$ cat src/rtl/axi4_arb_pkg.sv
// Shared constants and FSM encoding for the 4-port AXI4 read arbiter.
package axi4_arb_pkg;

   localparam int NPORT        = 4;
   localparam int PIDX_W       = 2;
   localparam int MAX_OUTS_DEF = 4;

   typedef enum logic {
      ST_IDLE  = 1'b0,
      ST_ISSUE = 1'b1
   } arb_state_e;

endpackage

$ cat src/rtl/axi4_rr_pick.sv
// Combinational round-robin picker: first set mask bit after last_i, wrapping.
module axi4_rr_pick
   import axi4_arb_pkg::*;
(
   input  logic [NPORT-1:0]  mask_i,
   input  logic [PIDX_W-1:0] last_i,
   output logic [PIDX_W-1:0] grant_o,
   output logic              gvalid_o
);

   logic [PIDX_W-1:0] idx;

   always_comb begin
      grant_o  = '0;
      gvalid_o = 1'b0;
      idx      = '0;
      // NPORT is a power of two, so the index add wraps naturally.
      for (int k = 1; k <= NPORT; k++) begin
         idx = last_i + PIDX_W'(k);
         if (!gvalid_o && mask_i[idx]) begin
            grant_o  = idx;
            gvalid_o = 1'b1;
         end
      end
   end

endmodule

$ cat src/rtl/axi4_rd_arbiter.sv
// Four-port AXI4 read-address arbiter with per-port outstanding-burst limits and
// ID-based combinational routing of the returning R channel.
module axi4_rd_arbiter #(
   parameter int NPORT     = axi4_arb_pkg::NPORT,
   parameter int AID_LEN   = 8,
   parameter int AADDR_LEN = 32,
   parameter int DATA_LEN  = 128,
   parameter int MAX_OUTS  = axi4_arb_pkg::MAX_OUTS_DEF
) (
   input  logic                         aclk_i,
   input  logic                         arst_i,
   input  logic [NPORT*(AID_LEN-2)-1:0] s_arid_i,
   input  logic [NPORT*AADDR_LEN-1:0]   s_araddr_i,
   input  logic [NPORT*8-1:0]           s_arlen_i,
   input  logic [NPORT-1:0]             s_arvalid_i,
   output logic [NPORT-1:0]             s_arready_o,
   output logic [AID_LEN-1:0]           m_arid_o,
   output logic [AADDR_LEN-1:0]         m_araddr_o,
   output logic [7:0]                   m_arlen_o,
   output logic                         m_arvalid_o,
   input  logic                         m_arready_i,
   input  logic [AID_LEN-1:0]           m_rid_i,
   input  logic [DATA_LEN-1:0]          m_rdata_i,
   input  logic                         m_rlast_i,
   input  logic                         m_rvalid_i,
   output logic                         m_rready_o,
   output logic [AID_LEN-3:0]           s_rid_o,
   output logic [DATA_LEN-1:0]          s_rdata_o,
   output logic                         s_rlast_o,
   output logic [NPORT-1:0]             s_rvalid_o,
   input  logic [NPORT-1:0]             s_rready_i,
   output logic                         rd_err_o,
   output axi4_arb_pkg::arb_state_e     dbg_state_o
);

   import axi4_arb_pkg::*;

   localparam int UID_W = AID_LEN - 2;
   localparam int CNT_W = $clog2(MAX_OUTS + 1);

   typedef logic [CNT_W-1:0] cnt_t;

   arb_state_e           state_q, state_d;
   logic [PIDX_W-1:0]    last_q, last_d;
   logic [AID_LEN-1:0]   arid_q, arid_d;
   logic [AADDR_LEN-1:0] araddr_q, araddr_d;
   logic [7:0]           arlen_q, arlen_d;
   logic                 arvalid_q, arvalid_d;
   logic [NPORT-1:0]     sready_q, sready_d;
   logic                 err_q, err_d;
   cnt_t                 outs_q [NPORT];
   cnt_t                 outs_d [NPORT];

   logic [NPORT-1:0]     elig;
   logic [PIDX_W-1:0]    gnt_idx;
   logic                 gnt_vld;
   logic                 grant;
   logic [PIDX_W-1:0]    r_port;
   logic                 r_done;
   logic [NPORT-1:0]     inc_v, dec_v;

   // R channel: the top ID bits name the requester that owns the beat.
   assign r_port     = m_rid_i[AID_LEN-1 -: PIDX_W];
   assign m_rready_o = s_rready_i[r_port];
   assign s_rvalid_o = NPORT'(m_rvalid_i) << r_port;
   assign s_rid_o    = m_rid_i[UID_W-1:0];
   assign s_rdata_o  = m_rdata_i;
   assign s_rlast_o  = m_rlast_i;
   assign r_done     = m_rvalid_i & m_rready_o & m_rlast_i;

   always_comb begin
      elig = '0;
      for (int p = 0; p < NPORT; p++) begin
         elig[p] = (state_q == ST_IDLE) && s_arvalid_i[p] &&
                   (outs_q[p] != cnt_t'(MAX_OUTS));
      end
   end

   axi4_rr_pick u_pick (
      .mask_i   (elig),
      .last_i   (last_q),
      .grant_o  (gnt_idx),
      .gvalid_o (gnt_vld)
   );

   always_comb begin
      state_d   = state_q;
      last_d    = last_q;
      arid_d    = arid_q;
      araddr_d  = araddr_q;
      arlen_d   = arlen_q;
      arvalid_d = arvalid_q;
      sready_d  = '0;
      grant     = 1'b0;
      case (state_q)
         ST_IDLE: begin
            if (gnt_vld) begin
               grant             = 1'b1;
               state_d           = ST_ISSUE;
               last_d            = gnt_idx;
               arid_d            = {gnt_idx, s_arid_i[gnt_idx*UID_W +: UID_W]};
               araddr_d          = s_araddr_i[gnt_idx*AADDR_LEN +: AADDR_LEN];
               arlen_d           = s_arlen_i[gnt_idx*8 +: 8];
               arvalid_d         = 1'b1;
               sready_d[gnt_idx] = 1'b1;
            end
         end
         ST_ISSUE: begin
            if (m_arready_i) begin
               arvalid_d = 1'b0;
               state_d   = ST_IDLE;
            end
         end
         default: state_d = ST_IDLE;
      endcase
   end

   always_comb begin
      inc_v = '0;
      dec_v = '0;
      if (grant)  inc_v[gnt_idx] = 1'b1;
      if (r_done) dec_v[r_port]  = 1'b1;
   end

   // A grant and a final beat on the same port cancel out; a final beat on an
   // idle port is a protocol error and the count is held at zero.
   always_comb begin
      err_d = err_q;
      for (int p = 0; p < NPORT; p++) begin
         outs_d[p] = outs_q[p];
         if (inc_v[p] && !dec_v[p]) begin
            outs_d[p] = outs_q[p] + cnt_t'(1);
         end else if (dec_v[p] && !inc_v[p]) begin
            if (outs_q[p] == '0) err_d = 1'b1;
            else                 outs_d[p] = outs_q[p] - cnt_t'(1);
         end
      end
   end

   always_ff @(posedge aclk_i or posedge arst_i) begin
      if (arst_i) begin
         state_q   <= ST_IDLE;
         last_q    <= PIDX_W'(NPORT - 1);
         arid_q    <= '0;
         araddr_q  <= '0;
         arlen_q   <= '0;
         arvalid_q <= 1'b0;
         sready_q  <= '0;
         err_q     <= 1'b0;
         for (int p = 0; p < NPORT; p++) outs_q[p] <= '0;
      end else begin
         state_q   <= state_d;
         last_q    <= last_d;
         arid_q    <= arid_d;
         araddr_q  <= araddr_d;
         arlen_q   <= arlen_d;
         arvalid_q <= arvalid_d;
         sready_q  <= sready_d;
         err_q     <= err_d;
         for (int p = 0; p < NPORT; p++) outs_q[p] <= outs_d[p];
      end
   end

   assign s_arready_o = sready_q;
   assign m_arid_o    = arid_q;
   assign m_araddr_o  = araddr_q;
   assign m_arlen_o   = arlen_q;
   assign m_arvalid_o = arvalid_q;
   assign rd_err_o    = err_q;
   assign dbg_state_o = state_q;

endmodule

$ cat config.mk
export PLATFORM = sky130hd
export DESIGN_NAME = axi4_rd_arbiter
export DESIGN_NICKNAME = d
export VERILOG_FILES = /design/src/rtl/axi4_arb_pkg.sv /design/src/rtl/axi4_rr_pick.sv /design/src/rtl/axi4_rd_arbiter.sv
export SDC_FILE = /design/constraint.sdc
export NUM_CORES = 1
export LEC_CHECK = 0
export ABC_CLOCK_PERIOD_IN_PS = 3210
export BUFFER_PORTS_ARGS = -buffer_cell sky130_fd_sc_hd__buf_2
export CAP_MARGIN = 30
export CORE_AREA = 2 2 208 210
export CTS_CLUSTER_SIZE = 16
export DETAILED_ROUTE_END_ITERATION = 8
export DIE_AREA = 0 0 210 212
export PLACE_DENSITY_LB_ADDON = 0.3
export SLEW_MARGIN = 20
export SYNTH_ARGS = -nofsm -noshare
export SYNTH_HDL_FRONTEND = slang
export SYNTH_SLANG_ARGS = --single-unit
$ cat constraint.sdc
create_clock -name aclk_i -period 3.21 [get_ports aclk_i]
set_clock_uncertainty 0.1 [all_clocks]
set_input_delay 0.321 -clock aclk_i [delete_from_list [all_inputs] [get_ports aclk_i]]
set_output_delay 0.321 -clock aclk_i [all_outputs]
set_load 0.005 [all_outputs]
==> results of run 1 <==
==> report_power, final <==
part | internal, W | switching, W | leakage [nW]
Combinational | 0.00179 | 0.00239 | 2.16
Sequential | 0.00135 | 0.000393 | 0.786
Clock | 0.000610 | 0.000419 | 0.143
Total | 0.00374 | 0.00320 | 3.09
==> repair_timing <==
| item | CTS | global route |
|---|---|---|
| hold buffers | 1 | 0 |
| setup endpoints to repair | 0 | 0 |
| endpoints found under the hold margin | 25 | 0 |
==> synthesized netlist by cell type, types with 2 or more instances <==
library cell / instances
xor2_1: 3
o32ai_1: 2
buf_8: 2
nand3_1: 6
ha_1: 8
inv_1: 16
a31oi_1: 3
nor2_1: 66
nand2_2: 3
fa_1: 4
and3_1: 2
o31ai_1: 4
dfstp_2: 2
a21oi_1: 10
buf_2: 8
o22a_1: 4
o21ai_1: 2
dfrtp_1: 67
and3b_1: 2
nor2b_1: 3
clkbuf_1: 25
a221oi_1: 48
nor3_1: 16
or3b_1: 2
mux2i_1: 46
nand2_1: 9
o22ai_1: 47
buf_4: 138
a21o_1: 4
o21ai_0: 36
==> critical path, stage by stage, from the launching register on <==
cell and delay [ns]:
dfrtp_1 0.47, or3b_1 0.42, nand2_2 0.18, a21oi_1 0.13, o32ai_2 0.26, ha_1 0.34
inv_1 0.09, fa_1 0.42, nor3_1 0.19, a21oi_1 0.06, o31ai_1 0.20
==> kinds of logic after synthesis <==
kind of cell | after synthesis
and+or+nand+nor | 121
AOI/OAI and AO/OA | 170
muxes | 48
adders and majority gates | 12
buffers and inverters | 191
DFF | 69
xor gates and xnor gates | 3
==> flip-flops by register name (all words and copies together), names as in the netlist <==
signal and count:
last_q 2, dbg_state_o 1, m_arlen_o 8, m_araddr_o 32, m_arvalid_o 1, rd_err_o 1
outs_q 12, s_arready_o 4, m_arid_o 8
==> worst paths after layout <==
kind / from / to / slack [ns]
min: m_arready_i / m_arvalid_o / 0.05
min in group asynchronous: arst_i / m_araddr_o[18] / 0.45
max in group asynchronous: arst_i / last_q[0] / 1.76
min reg2reg: m_arid_o[6] / m_arid_o[6] / 0.37
max: outs_q[11] / outs_q[8] / 0.27
max reg2reg: outs_q[11] / outs_q[8] / 0.27
==> metal layers <==
metal / GRT usage (%) / part of all wire [%] / vias up
met3: 4.62 / 10 / 45
li1: - / - / 2331
met1: 10.2 / 39 / 2322
met4: 3.57 / 2.4 / 2
met5: 0 / 0.062 / -
met2: 15.2 / 48 / 268
==> cells in the final DEF, fill, tap and decap left out, drive strengths merged, types with 6 or more instances in the layout <==
cell	Yosys	layout
a21oi	10	10
a221oi	48	48
buf	150	277
clkbuf	25	16
dfrtp	67	67
ha	8	8
inv	16	15
mux2i	46	46
nand2	13	13
nand3	6	6
nor2	66	66
nor3	16	16
o21ai	38	38
o22ai	47	47
==> metrics by stage <==
step | utilization (%) | power (W)
6_report | 15.9 | 0.00695
5_1_grt | 15.9 | 0.00763
4_1_cts | 15.9 | 0.00717
3_5_place_dp | 15.2 | 0.00607
3_3_place_gp | 15.2 | 0.00602
2_1_floorplan | - | 0.00461
==> layout make-up <==
| cell class | count | area share (%) |
|---|---|---|
| multi-input combinational | 354 | 37.3 |
| sequential | 69 | 25.5 |
| timing repair buffer | 278 | 21.8 |
| tap | 546 | 10.1 |
| clock buffer | 16 | 4.31 |
| inverter | 16 | 0.906 |
==> key figures, run 1 <==
Timing
  – RSZ-0062 raised after global routing: no
  – Tcrit/Tclk final: 91.5%
  – Worst Slack Setup Final: 0.272 ns
  – Crit path time final: 2.94 ns
  – Final hold violations: 0
  – Setup_tns: 0 ns
  – F_max: 340 MHz
  – Fin. max-slew vios: 0
  – # setup viols final: 0
  – WHS: 0.0497 ns
  – Slew headroom: 59.1%
  – Slew @ Worst Pin: 0.608 ns

GRT
  – GR Util All Layers: 9.22%
  – Via count of the first global-routing pass: 4804
  – First-pass GRT wire length: 30.0 mm
  – Initial antenna violation count: 1
  – GRT overflow: 0
  – Largest net degree at the start of global routing: 51

Layout
  – Fillers: 4802
  – Layout cell share with drive strength beyond 1: 42.3%
  – ANT cells: 0
  – Post-route insts no fill: 1279
  – Total Nets Final: 1073
  – Reg area: 1730 um^2
  – Final instance area: 6770 um^2
  – Layout area overhead: 23.2%
  – Multi-input gate area: 2530 um^2

Power and ir drop
  – Pwr dens: 1030 nW/um^2
  – Worst VDD drop: 308 uV
  – Leak: 3.09 nW

Synth
  – Mapped Cells: 614
  – Multiplexer share of the synthesized area: 8.99%
  – Synth cell types: 56
  – Yosys warnings: 0
  – Simple-Gate Fraction of Synth Area: 10.7%
  – Synthesized area: 5500 um^2
  – Synth Area in XOR/XNOR: 0.478%
  – Compound-cell area share of the yosys netlist: 21.9%
  – Register bit total from synthesis: 69
  – Post-Syn Nets: 959
  – Ranking of synthesized cells by area: dfrtp_1, buf_4, mux2i_1, a221oi_1, o22ai_1
  – Post-synth EDFFs: 0
  – Area leader, netlist: dfrtp_1
  – Proportion of netlist area held by the largest area contributor: 30.5%
  – Largest family of logic cells by synthesized area: buffers and inverters
  – Post-synthesis sequential area ratio: 31.5%
  – Adder-Cell Fraction of Synth Area: 3.28%
  – Top FF cell, synth: dfrtp_1
  – Syn_area_per_cell: 8.95 um^2
  – Ys async rst share: 100%

Routing
  – DRT iter0 DRCs: 244
  – DRT Pass-1 Iters: 5
  – DRC: 0
  – Detail Route Antenna Nets: 0
  – Via/cell ratio: 3.88
  – DR vias: 4968
  – Avg WL per Cell: 16.4 um
  – Routed wire length: 21.0 mm

Floorplanning
  – FP Rows: 76
  – Core area: 42500 um^2
  – Chip height: 212 um
  – I/O pins: 528
  – DIE AREA: 44500 um^2
  – Die width: 210 um
  – Initial core utilization: 12.9%

Critical path
  – CP Data Arrival Time: 3.10 ns
  – Worst Setup Start Kind: flop
  – Crit Path Max Fanout: 9
  – Type of the worst setup path: reg -> reg
  – R2R depth: 10
  – CP required: 3.37 ns
  – Worst Setup End Kind: flop

Clock tree
  – CTS resizes: 0
  – Root buffer cell: clkbuf_16
  – TritonCTS Buffers: 9
  – Post-CTS setup buffer count: 0
  – CTS H-tree depth: 3
  – Clock Latency Late Sink: 0.36 ns
  – CTS max path bufs: 2
  – Clock sink count: 69
  – Worst-path clk slew: 0.06 ns
  – CTS tree: yes

Hold path
  – Hold depth: 2
  – Worst hold path class: in -> reg

Placed design
  – Placed cell area: 6470 um^2
  – Routability cong.: 0.742
  – Port buffer count: 259
  – Pre-CTS setup slack: 0.267 ns
  – Hpwl dp: 16.2 mm
  – Placed Cells: 1262

Run
  – Max-cap viol count: 0

Outcome
  – Outcome: complete, no violations
Note: power is estimated with default switching activity, not from simulation.
==> run 2, diff against run 1 <==
- PLACE_DENSITY_LB_ADDON: 0.3 -> unset
==> key figures, run 2 (synthesized netlist as in run 1, its figures left out) <==
Layout
  – Reg area: 1730 um^2 (unchanged)
  – Total Nets Final: 1074 (+0.093%)
  – Max reg flops: 32 (unchanged)
  – Multi-input gate area: 2530 um^2 (+0.20%)
  – Commonest non-fill, non-tap cell in the layout: buf_2
  – Final instance area: 6830 um^2 (+0.94%)
  – Layout area overhead: 24.4%
  – Commonest non-fill, non-tap cells in the layout: buf_2, dfrtp_1, nor2_1, a221oi_1
  – Fillers: 4793 (-0.19%)
  – Layout cell share with drive strength beyond 1: 42.9% (+0.62 points)

Power and ir drop
  – Worst VDD drop: 343 uV (+12%)
  – Leak: 3.12 nW (+0.82%)
  – Pwr dens: 1040 nW/um^2 (+1.2%)
  – Power, Total: 0.00710 W (+2.1%)

Timing
  – Setup_tns: 0 ns (unchanged)
  – Final hold violations: 0 (unchanged)
  – # setup viols final: 0 (unchanged)
  – Slew @ Worst Pin: 0.751 ns (+0.143 ns)
  – Slew headroom: 49.9% (-9.2 points)
  – Worst Slack Setup Final: 0.110 ns (-0.162 ns)
  – WHS: 0.146 ns (+0.0959 ns)
  – Crit path time final: 3.10 ns (+0.162 ns)
  – Fin. max-slew vios: 0 (unchanged)
  – Tcrit/Tclk final: 96.6% (+5.1 points)
  – F_max: 323 MHz (-5.2%)
  – RSZ-0062 raised after global routing: no

Clock tree
  – CTS tree: yes
  – CTS H-tree depth: 3 (unchanged)
  – Clock sink count: 69 (unchanged)
  – Worst-path clk slew: 0.06 ns (about the same)
  – CTS max path bufs: 2 (unchanged)
  – TritonCTS Buffers: 9 (unchanged)
  – Clock Latency Late Sink: 0.37 ns (about the same)
  – Root buffer cell: clkbuf_16

Hold path
  – Worst hold path class: in -> reg
  – Hold_sp: s_araddr_i[38]
  – WHS Endpoint: m_araddr_o[6]
  – Hold depth: 3 (+1)

Routing
  – DRT Pass-1 Iters: 4 (-1)
  – Routed wire length: 20.0 mm (-4.4%)
  – Avg WL per Cell: 15.6 um (-4.6%)
  – DR vias: 5048 (+1.6%)
  – Via/cell ratio: 3.94 (+1.5%)
  – DRT iter0 DRCs: 221 (-9.4%)
  – Detail Route Antenna Nets: 0 (unchanged)
  – DRC: 0 (unchanged)

Run
  – Max-cap viol count: 0 (unchanged)

Critical path
  – Cells along the critical path: or3b_1, nand2_2, nand2_2, a211oi_4, ha_1, inv_1, fa_1, nor3_1, a21oi_1, o31ai_1
  – R2R depth: 10 (unchanged)
  – Crit-path slowest cell: dfrtp_1
  – Most numerous cell on the critical path: nand2_2
  – Worst r2r src: outs_q[6]
  – Type of the worst setup path: reg -> reg
  – Worst r2r dst: outs_q[5]
  – CP required: 3.38 ns (about the same)
  – Worst Setup Start Kind: flop
  – Largest stage delay, worst path: 0.45 ns (-0.02 ns)
  – CP Data Arrival Time: 3.27 ns (+0.17 ns)
  – FF-to-FF setup slack: 0.11 ns (-0.16 ns)
  – Worst Setup End Kind: flop
  – Crit Path Max Fanout: 9 (unchanged)

GRT
  – GRT overflow: 0 (unchanged)
  – Initial antenna violation count: 1 (unchanged)
  – GR Util All Layers: 8.83% (-0.39 points)
  – Largest net degree at the start of global routing: 70 (+37%)
  – First-pass GRT wire length: 28.5 mm (-5.0%)
  – Via count of the first global-routing pass: 4879 (+1.6%)

Placed design
  – Hpwl dp: 15.2 mm (-6.3%)
  – Placed cell area: 6480 um^2 (+0.19%)
  – Pre-CTS setup slack: 0.143 ns (-0.124 ns)
  – Routability cong.: 0.761 (+2.6%)
  – Port buffer count: 259 (unchanged)

Floorplanning
  – Die width: 210 um (unchanged)
  – Initial core utilization: 12.9% (unchanged)
  – Chip height: 212 um (unchanged)
  – I/O pins: 528 (unchanged)
  – FP Rows: 76 (unchanged)
  – DIE AREA: 44500 um^2 (unchanged)
  – Core area: 42500 um^2 (unchanged)

Outcome
  – Outcome: complete, no violations
==> run 2: area by class of cell <==
cell class	instances	area share (%)
well taps	546	10.0
clock inverters	6	1.26
diodes	1	0.0366
clock buffers	10	3.50
multi-input cells	354	37.0
repair buffers	279	22.0
flip-flops and latches	69	25.3
inverters	16	0.897
==> run 2: report_power, final <==
part	switching [W]	internal [W]
clock	0.000438	0.000700
sequential	0.000379	0.00135
combinational	0.00242	0.00182
total	0.00323	0.00386
==> run 2: worst max-delay path: cells and delay by family (launching register included) <==
kind | cells | cell delay, ns
adders and majority gates | 2 | 0.77
and+or+nand+nor | 4 | 0.99
AOI/OAI and AO/OA | 3 | 0.60
buffers and inverters | 1 | 0.09
DFF | 1 | 0.45
==> run 2: layer usage <==
metal	GRT usage (%)	vias up	routed length (um)
li1	-	2332	-
met3	4.21	62	2080
met4	5.28	2	816
met2	14.1	287	9380
met5	0	-	13
met1	9.52	2365	7750
==> run 2: repair_timing <==
| item | CTS | global route |
|---|---|---|
| hold buffers | 2 | 0 |
| setup endpoints to repair | 0 | 1 |
| hold endpoints to repair | 68 | 0 |
| gates resized for setup | 0 | 2 |
| setup buffers | 0 | 0 |
==> run 2: worst max path at each step <==
| stage | from | to | depth (start not counted) |
|---|---|---|---|
| detailed placement | outs_q[6] | outs_q[5] | 10 |
| global route | outs_q[6] | outs_q[2] | 9 |
| CTS | outs_q[6] | outs_q[5] | 10 |
| finish | outs_q[6] | outs_q[5] | 10 |
| floorplan | outs_q[0] | outs_q[8] | 12 |
| global placement | outs_q[6] | outs_q[5] | 10 |
==> run 2: per-stage QoR <==
stage | cells | utilization [%]
after floorplan | 614 | -
after global placement | 1262 | 15.2
after detailed placement | 1262 | 15.2
after CTS | 1280 | 16.1
after global routing | 1280 | 16.1
final | 1281 | 16.1
==> run 3, diff against run 2 <==
- GPL_TIMING_DRIVEN: unset -> 0
- PLACE_DENSITY_LB_ADDON: unset -> 0.05
==> key figures, run 3 (synthesized netlist as in run 1, its figures left out) <==
Timing
  – Slew headroom: 49.0% (-0.92 points)
  – Tcrit/Tclk final: 93.2% (-3.4 points)
  – Crit path time final: 2.99 ns (-0.110 ns)
  – Fin. max-slew vios: 0 (unchanged)
  – Final hold violations: 0 (unchanged)
  – WHS: 0.0640 ns (-0.0817 ns)
  – # setup viols final: 0 (unchanged)
  – RSZ-0062 raised after global routing: no
  – Slew @ Worst Pin: 0.765 ns (+0.0138 ns)
  – F_max: 334 MHz (+3.7%)
  – Setup_tns: 0 ns (unchanged)

Layout
  – Total Nets Final: 1367 (+27%)
  – Finished Core Util: 20.3% (+4.2 points)
  – Commonest non-fill, non-tap cells in the layout: buf_2, buf_4, nor2_1, dfrtp_1
  – Commonest non-fill, non-tap cell in the layout: buf_2
  – Layout cell share with drive strength beyond 1: 58.1% (+15 points)
  – Max reg flops: 32 (unchanged)
  – Post-route insts no fill: 1575 (+23%)
  – Layout area overhead: 56.8%

Run
  – Max-cap viol count: 0 (unchanged)

Floorplanning
  – DIE AREA: 44500 um^2 (unchanged)
  – Chip height: 212 um (unchanged)
  – Initial core utilization: 12.9% (unchanged)
  – I/O pins: 528 (unchanged)
  – Die width: 210 um (unchanged)
  – FP Rows: 76 (unchanged)
  – Core area: 42500 um^2 (unchanged)

Clock tree
  – CTS max path bufs: 2 (unchanged)
  – Clock Latency Late Sink: 0.34 ns (-0.03 ns)
  – Worst-path clk slew: 0.06 ns (about the same)
  – Clock sink count: 69 (unchanged)
  – Root buffer cell: clkbuf_16
  – CTS tree: yes
  – TritonCTS Buffers: 9 (unchanged)
  – CTS H-tree depth: 3 (unchanged)

Routing
  – Detail Route Antenna Nets: 0 (unchanged)
  – Avg WL per Cell: 17.1 um (+9.6%)
  – DR vias: 6037 (+20%)
  – DRT iter0 DRCs: 235 (+6.3%)
  – DRC: 0 (unchanged)
  – DRT Pass-1 Iters: 6 (+2)
  – Via/cell ratio: 3.83 (-2.7%)
  – Routed wire length: 27.0 mm (+35%)

Critical path
  – Worst r2r dst: outs_q[8]
  – R2R depth: 12 (+2)
  – CP Data Arrival Time: 3.11 ns (-0.16 ns)
  – Type of the worst setup path: reg -> reg
  – Worst Setup Start Kind: flop
  – Worst Setup End Kind: flop
  – CP required: 3.33 ns (-0.05 ns)
  – Worst setup path startpoint: outs_q[0]
  – Worst r2r src: outs_q[0]
  – Critical Path Sink: outs_q[8]
  – Crit Path Max Fanout: 8 (-1)
  – FF-to-FF setup slack: 0.22 ns (+0.11 ns)

Placed design
  – Port buffer count: 391 (+51%)
  – Routability cong.: 0.743 (-2.3%)
  – Placed Cells: 1552 (+23%)
  – Hpwl dp: 21.9 mm (+45%)

GRT
  – Initial antenna violation count: 2 (+1)
  – GR Util All Layers: 11.4% (+2.6 points)
  – Via count of the first global-routing pass: 5821 (+19%)
  – First-pass GRT wire length: 37.6 mm (+32%)
  – Largest net degree at the start of global routing: 42 (-40%)
  – GRT overflow: 0 (unchanged)

Power and ir drop
  – Leak: 4.31 nW (+38%)
  – Pwr dens: 875 nW/um^2 (-16%)
  – Worst VDD drop: 326 uV (-5.1%)

Outcome
  – Outcome: complete, no violations

Hold path
  – Worst hold path class: in -> reg
-- run 3: area by class of cell --
cell class / instances / area (um^2)
Fill cell: 4773 / 33900
Multi-Input combinational cell: 354 / 2590
Timing Repair Buffer: 400 / 2050
Sequential cell: 69 / 1730
Buffer: 172 / 1230
Tap cell: 546 / 683
Clock buffer: 14 / 254
Inverter: 16 / 62.6
Clock inverter: 2 / 10.0
Antenna cell: 2 / 5.00
-- run 3: layer usage --
| layer | GRT usage, % | vias up | wire length (um) |
|---|---|---|---|
| met5 | 0 | - | 13 |
| met4 | 2.84 | 2 | 230 |
| met3 | 2.51 | 11 | 1730 |
| met2 | 19.1 | 279 | 13000 |
| met1 | 14.9 | 2815 | 12000 |
| li1 | - | 2930 | - |
-- run 3: through the flow --
step	setup WS [ns]	instance area, um^2	power (W)
2_1_floorplan	0.0483	5500	0.00461
3_3_place_gp	-0.940	8140	0.00659
5_1_grt	0.0103	8610	0.00823
4_1_cts	-0.0554	8500	0.00764
6_report	0.220	8620	0.00754
3_5_place_dp	-0.970	8170	0.00656
-- run 3: power by group --
| part | total [W] | internal [W] | switching (W) | leakage [nW] |
|---|---|---|---|---|
| registers | 0.00172 | 0.00135 | 0.000373 | 0.782 |
| clock network | 0.000939 | 0.000544 | 0.000395 | 0.131 |
| logic | 0.00487 | 0.00207 | 0.00281 | 3.40 |
-- run 3: critical path, cell delays in order (launching register included) --
cell      delay [ns]
dfrtp_2         0.44
or3b_4          0.46
nand2_4         0.15
a21oi_1         0.14
o32ai_4         0.31
buf_6           0.16
ha_1            0.13
clkbuf_4        0.17
inv_1           0.06
fa_2            0.37
xor2_1          0.15
o21ai_0         0.14
o31ai_1         0.09
-- run 3: worst min-delay path by stage --
stage / from / endpoint / slack (ns) / cells past startpoint
6_report: m_arready_i / dbg_state_o / 0.06 / 2
5_1_grt: m_arready_i / dbg_state_o / 0.07 / 2
4_1_cts: m_arready_i / dbg_state_o / 0.05 / 2
3_5_place_dp: arst_i / m_araddr_o[3] / 0.29 / 2
3_3_place_gp: m_arid_o[7] / m_arid_o[7] / 0.36 / 2
2_1_floorplan: m_arready_i / m_arvalid_o / 0.31 / 1
-- run 3: timing repair --
action,CTS,global route
gates resized for setup,13,24
hold buffers,1,0
setup buffers,3,3
pin swaps,3,0
endpoints found under the setup margin,31,15
hold endpoints to repair,28,0
